**src/rtl/net_pkg.sv**
```systemverilog
// ============================================================================
// Module      : net_pkg
// Description : Route encoding and header field width helpers for ring routing.
// Revision    : 1.0 - initial release
// ============================================================================
`default_nettype none

package net_pkg;

    typedef enum logic [1:0] {
        ROUTE_WEST = 2'd0,
        ROUTE_TERM = 2'd1,
        ROUTE_EAST = 2'd2
    } route_e;

    localparam int C_OPAQUE_NBITS = 8;

    function automatic int node_id_nbits(input int num_nodes);
        return (num_nodes > 1) ? $clog2(num_nodes) : 1;
    endfunction

    // dest + src + opaque byte; the payload fills whatever remains
    function automatic int hdr_nbits(input int num_nodes);
        return 2 * node_id_nbits(num_nodes) + C_OPAQUE_NBITS;
    endfunction

    function automatic logic [2:0] route_onehot(input route_e route);
        logic [2:0] onehot;
        onehot = 3'b000;
        case (route)
            ROUTE_WEST: onehot = 3'b001;
            ROUTE_TERM: onehot = 3'b010;
            ROUTE_EAST: onehot = 3'b100;
            default:    onehot = 3'b000;
        endcase
        return onehot;
    endfunction

endpackage

`default_nettype wire

```
**src/rtl/net_route_compute.sv**
```systemverilog
// ============================================================================
// Module      : net_route_compute
// Description : Combinational ring route selection from a destination id.
// Revision    : 1.0 - initial release
// ============================================================================
`default_nettype none

module net_route_compute
    import net_pkg::*;
#(
    parameter int P_NUM_NODES = 4,
    parameter int P_ID_NBITS  = node_id_nbits(P_NUM_NODES)
) (
    input  logic [P_ID_NBITS-1:0] dest,
    input  logic [P_ID_NBITS-1:0] router_id,
    output route_e                route
);

    localparam logic [P_ID_NBITS:0] C_HALF = (P_ID_NBITS + 1)'(P_NUM_NODES / 2);

    // Node count is a power of two, so plain subtraction wraps modulo the ring size
    logic [P_ID_NBITS-1:0] w_dist;

    always_comb begin
        w_dist = dest - router_id;
        route  = ROUTE_EAST;
        if (dest == router_id) begin
            route = ROUTE_TERM;
        end else if ({1'b0, w_dist} > C_HALF) begin
            route = ROUTE_WEST;
        end
    end

endmodule

`default_nettype wire

```
**src/rtl/net_route_buffer.sv**
```systemverilog
// ============================================================================
// Module      : net_route_buffer
// Description : Input FIFO of a ring router steering its head to W/T/E outputs.
//               Define NET_ROUTE_BUFFER_BYPASS_EN for empty-FIFO cut-through.
// Revision    : 1.0 - initial release
// ============================================================================
`default_nettype none

module net_route_buffer
    import net_pkg::*;
#(
    parameter int p_msg_nbits = 44,
    parameter int p_num_nodes = 4,
    parameter int p_router_id = 0,
    parameter int p_depth     = 2
) (
    input  logic                           clk,
    input  logic                           reset,
    input  logic                           in_val,
    output logic                           in_rdy,
    input  logic [p_msg_nbits-1:0]         in_msg,
    output logic [2:0]                     out_val,
    input  logic [2:0]                     out_rdy,
    output logic [p_msg_nbits-1:0]         out_msg,
    output logic [$clog2(p_depth+1)-1:0]   num_free
);

    localparam int C_ID_NBITS  = node_id_nbits(p_num_nodes);
    localparam int C_PTR_NBITS = (p_depth > 1) ? $clog2(p_depth) : 1;
    localparam int C_CNT_NBITS = $clog2(p_depth + 1);
    localparam int C_DEST_MSB  = p_msg_nbits - 1;
    localparam int C_DEST_LSB  = p_msg_nbits - C_ID_NBITS;

    localparam logic [C_PTR_NBITS-1:0] C_PTR_LAST  = C_PTR_NBITS'(p_depth - 1);
    localparam logic [C_CNT_NBITS-1:0] C_DEPTH     = C_CNT_NBITS'(p_depth);
    localparam logic [C_ID_NBITS-1:0]  C_ROUTER_ID = C_ID_NBITS'(p_router_id);

    generate
        if (p_msg_nbits < hdr_nbits(p_num_nodes)) begin : g_bad_msg_width
            $error("net_route_buffer: p_msg_nbits too small for header");
        end
        if ((p_num_nodes < 2) || ((p_num_nodes & (p_num_nodes - 1)) != 0)) begin : g_bad_num_nodes
            $error("net_route_buffer: p_num_nodes must be a power of two >= 2");
        end
        if (p_depth < 1) begin : g_bad_depth
            $error("net_route_buffer: p_depth must be >= 1");
        end
    endgenerate

    logic [p_msg_nbits-1:0] mem_q [p_depth];
    logic [C_PTR_NBITS-1:0] wr_ptr_q, wr_ptr_d;
    logic [C_PTR_NBITS-1:0] rd_ptr_q, rd_ptr_d;
    logic [C_CNT_NBITS-1:0] count_q,  count_d;

    logic [p_msg_nbits-1:0] w_head_msg;
    route_e                 w_head_route;
    logic                   w_empty;
    logic                   w_bypass_take;
    logic                   w_enq;
    logic                   w_deq;

    assign w_head_msg = mem_q[rd_ptr_q];
    assign w_empty    = (count_q == '0);
    assign in_rdy     = (count_q < C_DEPTH);
    assign num_free   = C_DEPTH - count_q;

    net_route_compute #(
        .P_NUM_NODES (p_num_nodes)
    ) u_head_route (
        .dest      (w_head_msg[C_DEST_MSB:C_DEST_LSB]),
        .router_id (C_ROUTER_ID),
        .route     (w_head_route)
    );

`ifdef NET_ROUTE_BUFFER_BYPASS_EN
    route_e w_in_route;

    net_route_compute #(
        .P_NUM_NODES (p_num_nodes)
    ) u_in_route (
        .dest      (in_msg[C_DEST_MSB:C_DEST_LSB]),
        .router_id (C_ROUTER_ID),
        .route     (w_in_route)
    );

    // An empty FIFO presents the incoming message directly; it is only
    // stored if the selected output refuses it this cycle
    always_comb begin
        out_val = 3'b000;
        out_msg = w_head_msg;
        if (!w_empty) begin
            out_val = route_onehot(w_head_route);
        end else if (in_val) begin
            out_val = route_onehot(w_in_route);
            out_msg = in_msg;
        end
    end

    assign w_bypass_take = w_empty && in_val && (|(out_val & out_rdy));
`else
    always_comb begin
        out_val = w_empty ? 3'b000 : route_onehot(w_head_route);
        out_msg = w_head_msg;
    end

    assign w_bypass_take = 1'b0;
`endif

    assign w_deq = !w_empty && (|(out_val & out_rdy));
    assign w_enq = in_val && in_rdy && !w_bypass_take;

    always_comb begin
        wr_ptr_d = wr_ptr_q;
        rd_ptr_d = rd_ptr_q;
        count_d  = count_q;
        if (w_enq) begin
            wr_ptr_d = (wr_ptr_q == C_PTR_LAST) ? '0 : wr_ptr_q + 1'b1;
        end
        if (w_deq) begin
            rd_ptr_d = (rd_ptr_q == C_PTR_LAST) ? '0 : rd_ptr_q + 1'b1;
        end
        case ({w_enq, w_deq})
            2'b10:   count_d = count_q + 1'b1;
            2'b01:   count_d = count_q - 1'b1;
            default: count_d = count_q;
        endcase
    end

    always_ff @(posedge clk or posedge reset) begin
        if (reset) begin
            wr_ptr_q <= '0;
            rd_ptr_q <= '0;
            count_q  <= '0;
        end else begin
            wr_ptr_q <= wr_ptr_d;
            rd_ptr_q <= rd_ptr_d;
            count_q  <= count_d;
        end
    end

    // Storage is qualified by count, so it carries no reset
    always_ff @(posedge clk) begin
        if (w_enq) begin
            mem_q[wr_ptr_q] <= in_msg;
        end
    end

endmodule

`default_nettype wire

```
**config.mk**
```make
export PLATFORM = sky130hd
export DESIGN_NAME = net_route_buffer
export DESIGN_NICKNAME = d
export VERILOG_FILES = /design/src/rtl/net_pkg.sv /design/src/rtl/net_route_compute.sv /design/src/rtl/net_route_buffer.sv
export SDC_FILE = /design/constraint.sdc
export NUM_CORES = 1
export LEC_CHECK = 0
export ABC_AREA = 1
export BUFFER_PORTS_ARGS = -buffer_cell sky130_fd_sc_hd__buf_2
export CAP_MARGIN = 20
export CORE_UTILIZATION = 30
export DETAILED_ROUTE_END_ITERATION = 8
export PLACE_DENSITY = 0.58
export SLEW_MARGIN = 5
export SYNTH_ARGS = -nofsm -noshare
export SYNTH_HDL_FRONTEND = slang
export SYNTH_SLANG_ARGS = --single-unit
export TNS_END_PERCENT = 10
```
**constraint.sdc**
```tcl
create_clock -name clk -period 3.5 [get_ports clk]
set_clock_uncertainty 0.1 [all_clocks]
set_input_delay 0.175 -clock clk [delete_from_list [all_inputs] [get_ports clk]]
set_output_delay 0.175 -clock clk [all_outputs]
set_load 0.02 [all_outputs]
```
* Word-level counts from Yosys, hierarchy flattened
Memory sizes are Yosys's and may differ from the RTL's.
Cells that the tools add are included.
** Operators by class
- Add/sub/neg operators :: 5
- Magnitude comparators :: 2
- Equality and inequality tests :: 4
- Muxes and demuxes :: 9
- Bitwise operators :: 1
- Reductions and logical operators :: 8
** Operators with widths (number)
- $pmux 3 s3 :: 1
- $logic_not 2->1 :: 3
- $eq 2x1->1 const B :: 2
- $eq 2x2->1 const B :: 2
- $mux 1 :: 4
- $mux 2 :: 2
- $pmux 2 s2 :: 1
- $and 3x3->3 :: 1
- $mux 3 :: 1
- $reduce_or 3->1 :: 1
- $add 1x1->1 const B :: 2
- $add 2x1->2 const B :: 1
- $gt 2x2->1 const B :: 1
- $logic_and 1x1->1 :: 2
- $lt 2x2->1 const B :: 1
- $reduce_bool 2->1 :: 1
- $sub 2x1->2 const B :: 1
- $sub 2x2->2 const A :: 1
- $logic_not 1->1 :: 1
** Storage, ports and cells
- Register bits :: 4
- Bits in writable memories :: 88
- Input port bits :: 50
- Output and inout bits :: 50
- Word-level logic and storage cells :: 33
- Memories kept :: 1
** Memory list
- mem_q :: depth 2, bits a word 44, rd ports 1, clocked after memory_dff 0, wr ports 1, RTL line net_route_buffer.sv:50 : logic [p_msg_nbits-1:0] mem_q [p_depth];

* Logic depth before layout (Yosys ltp)
An unclocked memory read counts as a cell.
- Depth in word-level cells :: 12
- Gate-level depth with buffers :: 13
- Depth with buffers taken out :: 12

* By module
A second synthesis with hierarchy kept.
** Unflattened totals
- Cell total of the unflattened synthesis :: 285
- Area total of the unflattened synthesis :: 3608.5 um^2
** Modules (own cells, without submodules)
- net_route_buffer :: times used 1, cells each 268, area an instance 3524.6 um^2, sequential area each 2742.6 um^2
- net_route_compute :: times used 1, cells each 17, area an instance 83.8 um^2, sequential area each 0.0 um^2

* Worst setup path after synthesis
No wires, ideal clock.
- Path type :: flip-flop to flip-flop
- Start :: reg count_q[0]
- End :: mem mem_q[0][0] (enable)
- Setup time :: 0.446 ns
- Arrival time :: 3.034 ns
- Data required time :: 2.954 ns
- Setup slack :: -0.080 ns
- Cell stages (with the launch flop) :: 6
- Path buffers :: 0
- Path through :: dfrtp_1 -> inv_1 -> ha_1 -> nor2_1 -> nand2_1 -> nor2_1
** On the way
- Word-level cells in the longest chain between the ends :: 4
** Ends and longest elaborated chain
- from (decl) :: RTL line net_route_buffer.sv:53 : logic [C_CNT_NBITS-1:0] count_q, count_d;
- from (signal assigned) :: RTL line net_route_buffer.sv:137 : count_q <= count_d;
- $lt 2x2->1 :: RTL line net_route_buffer.sv:64 : assign in_rdy = (count_q < C_DEPTH);
- net in_rdy :: RTL line net_route_buffer.sv:20 : output logic in_rdy,
- $logic_and 1x1->1 :: RTL line net_route_buffer.sv:110 : assign w_enq = in_val && in_rdy && !w_bypass_take;
- $mux 1 :: RTL line net_route_buffer.sv:143 : if (w_enq) begin
- $mux 1 (not written as such) :: RTL line net_route_buffer.sv:144 : mem_q[wr_ptr_q] <= in_msg;
- to (decl) :: RTL line net_route_buffer.sv:50
The timed path passes the listed nets, and every way through them passes these cells.

* Worst setup path in the final report
- Start :: reg rd_ptr_q
- End :: reg count_q[1]
** On the way
- Word-level cells in the longest chain between the ends :: 12
- Elaborated cells on any way between the ends :: 17
- Classes of those cells :: order compare (1); eq/ne (4); mux (5); bitwise (1); reduce/logical (5); memory (1)
** Ends and longest elaborated chain
- from (decl) :: RTL line net_route_buffer.sv:52 : logic [C_PTR_NBITS-1:0] rd_ptr_q, rd_ptr_d;
- from (signal assigned) :: RTL line net_route_buffer.sv:136 : rd_ptr_q <= rd_ptr_d;
- $mem_v2 2x44 *
- $gt 2x2->1 :: RTL line net_route_compute.sv:29 : end else if ({1'b0, w_dist} > C_HALF) begin
- $mux 2 :: RTL line net_route_compute.sv:29
- $mux 2 * :: RTL line net_route_compute.sv:27 : if (dest == router_id) begin
- $eq 2x2->1, or another cell as far along :: RTL line net_pkg.sv:30 : case (route)
- $pmux 3 s3 * :: RTL line net_pkg.sv:30
- $mux 3 * :: RTL line net_route_buffer.sv:102 : out_val = w_empty ? 3'b000 : route_onehot(w_head_route);
- $and 3x3->3 * :: RTL line net_route_buffer.sv:109 : assign w_deq = !w_empty && (|(out_val & out_rdy));
- $reduce_or 3->1 * :: RTL line net_route_buffer.sv:109
- $logic_and 1x1->1 * :: RTL line net_route_buffer.sv:109
- net w_deq :: RTL line net_route_buffer.sv:60 : logic w_deq;
- $eq 2x1->1 or $eq 2x2->1 (tied branches) :: RTL line net_route_buffer.sv:122 : case ({w_enq, w_deq})
- $pmux 2 s2 or $reduce_bool 2->1 (tied branches)
The timed path passes the listed nets; every way through them passes the cells marked *.
A chain may end at the register's enable or synchronous reset.

==> flow_summary.rst <==
.. list-table::
   :header-rows: 1

   * - Metric
     - Value
   * - Run status
     - finished clean
   * - Number of buffers inserted by port buffering
     - between 90 and 100
   * - Cell count after placement
     - about 500
   * - Share of the synthesized area in the top cell type
     - 0.749
   * - Share of total power in the clock network
     - 0.243
   * - Vertical die dimension
     - 110 µm
   * - Post-synth top area cell
     - edfxtp_1
   * - First-pass GRT wire length
     - 11700 µm
   * - Pin count of the biggest net entering global routing
     - 46
   * - Post-Route Utilization
     - 0.434
   * - Proportion of layout cells with a drive suffix above 1
     - 0.300
   * - Worst setup slack after layout
     - between 1000 and 1500 ps
   * - Boundary Pins
     - 100
   * - Net count of the mapped netlist
     - 327
   * - Post-synth cell types
     - 17
   * - Critical-path top delay cell
     - dfrtp_2
   * - Number of clock buffers inserted by TritonCTS
     - 9
   * - Gate count of the mapped netlist
     - about 270
   * - Logic gate share of total power
     - 0.386
   * - Worst VDD drop
     - 0.636 mV
   * - Sequential element share of the synthesized area
     - 0.777
   * - Proportion of power drawn by flip-flops and latches
     - 0.372
   * - Number of flip-flops and latches in the synthesized netlist
     - 92
   * - Crit path required time
     - 3620 ps
   * - Cell chain of the critical path
     - inv_4 -> or2_1 -> o21ai_2 -> ha_1 -> nand3_1 -> nand3_1 -> ha_1 -> or2_2 -> nand4_1 -> nand2_1
   * - Clock Tree Root
     - clkbuf_16
   * - Fin Setup TNS
     - 0 ps
   * - Global-route congestion overflow total
     - 0
   * - Later-pin clock latency in the skew report
     - 330 ps
   * - Quantity of hold-fixing buffers added after cts
     - 45
   * - Number of design-rule violations left by the first detailed-router iteration
     - around 150
   * - Maximum fanout count along the critical path
     - 45
   * - Final net count
     - around 480
   * - Number of antenna violations at the first check in global routing
     - 0
   * - Critical path class
     - reg2reg
   * - GP Congestion
     - 0.726
   * - Synth Cell Area
     - 3530 µm²
   * - Row Count
     - 39
   * - Post-Place Worst Slack
     - 1030 ps
   * - Clock Pin Slew Worst Setup and Hold Paths
     - 60 ps
   * - Floorplan Core Area
     - 11400 µm²
   * - Die W
     - 110 µm
   * - Critical Path Start
     - rd_ptr_q$_DFFE_PP0P_
   * - Area overhead of the layout relative to synthesis
     - 40.6%
   * - Total die area
     - ~12000 µm²
   * - Number of post-CTS setup repair buffers
     - 0
   * - Total vias in the final route
     - 2390
   * - Synthesized area per cell
     - 13.0 µm²
   * - Final std cells w/o fill
     - 570
   * - Normalized max-slew margin
     - 0.469
   * - Hold Violations, Final
     - 0
   * - Drt wl/cell
     - 12.7 µm
   * - Switching pwr
     - 1.56 mW
   * - Hold WC Path Type
     - in2reg
   * - Power Internal
     - 2.59 mW
   * - Worst slew pin tran
     - 795 ps
   * - Parity-gate share of the synthesized area counting xor and xnor cells
     - 0.00496
   * - Worst-case register-to-register setup slack
     - ~1100 ps
   * - Leakage Power
     - 2.15 nW
   * - First drt pass iteration count
     - 4
   * - Post-detailed-placement half-perimeter wirelength
     - 4790 µm
   * - Kind of start point of the critical path
     - flop
   * - Share of the synthesized area in compound gates (AO/OA/AOI/OAI)
     - 0.00496
   * - Detail Route Antenna Nets
     - 0
   * - CP endpoint kind
     - flop
   * - Simple-gate share of the synthesized area
     - 0.163
   * - Leading cell types by total area after synthesis
     - edfxtp_1 75%, nand2_1 14%, dfrtp_1 2.8%
   * - Setup repair after global routing missed its margin
     - false
   * - Total of warnings raised by yosys
     - 0
   * - Final clock period utilization by the worst path
     - 0.693
   * - HP Start
     - out_rdy[1]
   * - Max-capacitance violation count
     - 0
   * - CTS H-tree depth
     - 3
   * - Via density per instance
     - 4.19
   * - DR DRC count
     - 0
   * - Total GRT Usage
     - 0.125
   * - Post-synthesis mux area share
     - 0
   * - Adder-cell share of the synthesized area
     - 0.0177
   * - CP Buf/Inv Count
     - 1
   * - Number of sinks driven by the clock tree
     - slightly above 90
   * - Power per cell area
     - 837 nW/µm²
   * - Via count of the first global-routing pass
     - 2316
   * - PostCTS Resize Cnt
     - 0
   * - Number of synthesized flops with an enable pin
     - 88
   * - Diode count
     - 0
   * - Net Sw Frac
     - 0.375
   * - Fraction of synthesis flops using an asynchronous set or reset pin
     - 0.0435
   * - Detailed Route WL
     - 7260 µm
   * - Endpoints failing setup
     - 0
   * - Final Slew Violations
     - 0
   * - Post-layout minimum cycle time
     - 2420 ps
   * - Commonest register cell after synthesis
     - edfxtp_1
   * - Main combinational cell family by area after synthesis
     - simple AND/OR/NAND/NOR gates
   * - Maximum root-to-sink buffer count
     - 2
   * - Family of cells with the greatest summed delay on the critical path
     - simple AND/OR/NAND/NOR gates
   * - Delay of the slowest cell on the worst path
     - 420 ps
   * - Max Fclk
     - 413 MHz
   * - Worst flop-to-flop path startpoint
     - rd_ptr_q$_DFFE_PP0P_
   * - Arrival time of the worst setup path
     - 2550 ps
   * - Clock tree from TritonCTS
     - built
   * - Starting utilization of the core area
     - 0.309
==> power groups by stage <==
stage          Sequential [mW]  Combinational, mW  Clock, mW
6_report                  1.54               1.60       1.01
5_1_grt                   1.56               1.78       1.08
4_1_cts                   1.54               1.64       1.03
3_5_place_dp              1.57               1.59          0
3_3_place_gp              1.56               1.57          0
2_1_floorplan             1.56               1.07          0
==> layout make-up <==
type                            instances  area, µm²
Inverter                               13       51.3
Tap cell                              143        179
Clock inverter                          7       90.1
Multi-Input combinational cell        157        687
Sequential cell                        92       2740
Fill cell                            1111       6460
Timing Repair Buffer                  149        983
Clock buffer                            9        225
==> cells by family (layout without fill, tap and decap cells) <==
kind of cell	after synthesis	count (layout)
flops	92	92
simple gates	148	148
compound gates	2	2
xor+xnor	2	2
buf+inv	23	178
fa+ha+maj	5	5
==> worst reg2reg max path, stage by stage, from the launching register on <==
cell and delay (ps):
dfrtp_2 420, inv_4 360, or2_1 190, o21ai_2 70, ha_1 330, nand3_1 110
nand3_1 110, ha_1 200, or2_2 280, nand4_1 80, nand2_1 60
==> cell usage after synthesis (4+ instances only) <==
library cell and instances:
nand2_1 132, inv_1 10, nor2_1 6, buf_4 5, ha_1 5, nand3_1 5
buf_2 5, edfxtp_1 88, dfrtp_1 4
==> flip-flops by register name (all words and copies together) (netlist names) <==
signal / count
mem_q: 88
count_q: 2
rd_ptr_q: 1
wr_ptr_q: 1
==> through the flow <==
stage               hold slack [ps]  total power [mW]  cell area [µm²]
floorplan                      -159              2.64             3530
finish                          142              4.15             4960
global route                    146              4.42             4960
CTS                             117              4.21             4960
global placement              -24.5              3.13             4190
detailed placement            -23.2              3.16             4190
==> layer usage <==
layer / wire (µm) / track usage
met1: 3300 / 0.158
met2: 3530 / 0.203
met3: 361 / 0.0324
met4: 73 / 0.0507
met5: 0 / 0
==> layout by cell type (no fill, tap or decap), types with 3 or more instances in the layout <==
cell type	instances
dlygate4sd3_1	45
inv_1	10
clkbuf_16	9
ha_1	5
nand2_1	132
dfrtp_1	3
edfxtp_1	88
buf_2	99
buf_4	5
nand3_1	5
nor2_1	4
==> path summary, 6_finish.rpt <==
| path | end | depth (start not counted) |
|---|---|---|
| worst max-delay path | count_q[1]$_DFFE_PP0P_ | 10 |
| worst min-delay path | rd_ptr_q$_DFFE_PP0P_ | 4 |
| worst max register to register | count_q[1]$_DFFE_PP0P_ | 10 |
| worst min register to register | count_q[1]$_DFFE_PP0P_ | 2 |
| max in group asynchronous | rd_ptr_q$_DFFE_PP0P_ | 3 |
| min in group asynchronous | count_q[1]$_DFFE_PP0P_ | 3 |
No activity file was read; power rests on OpenSTA's default activity.
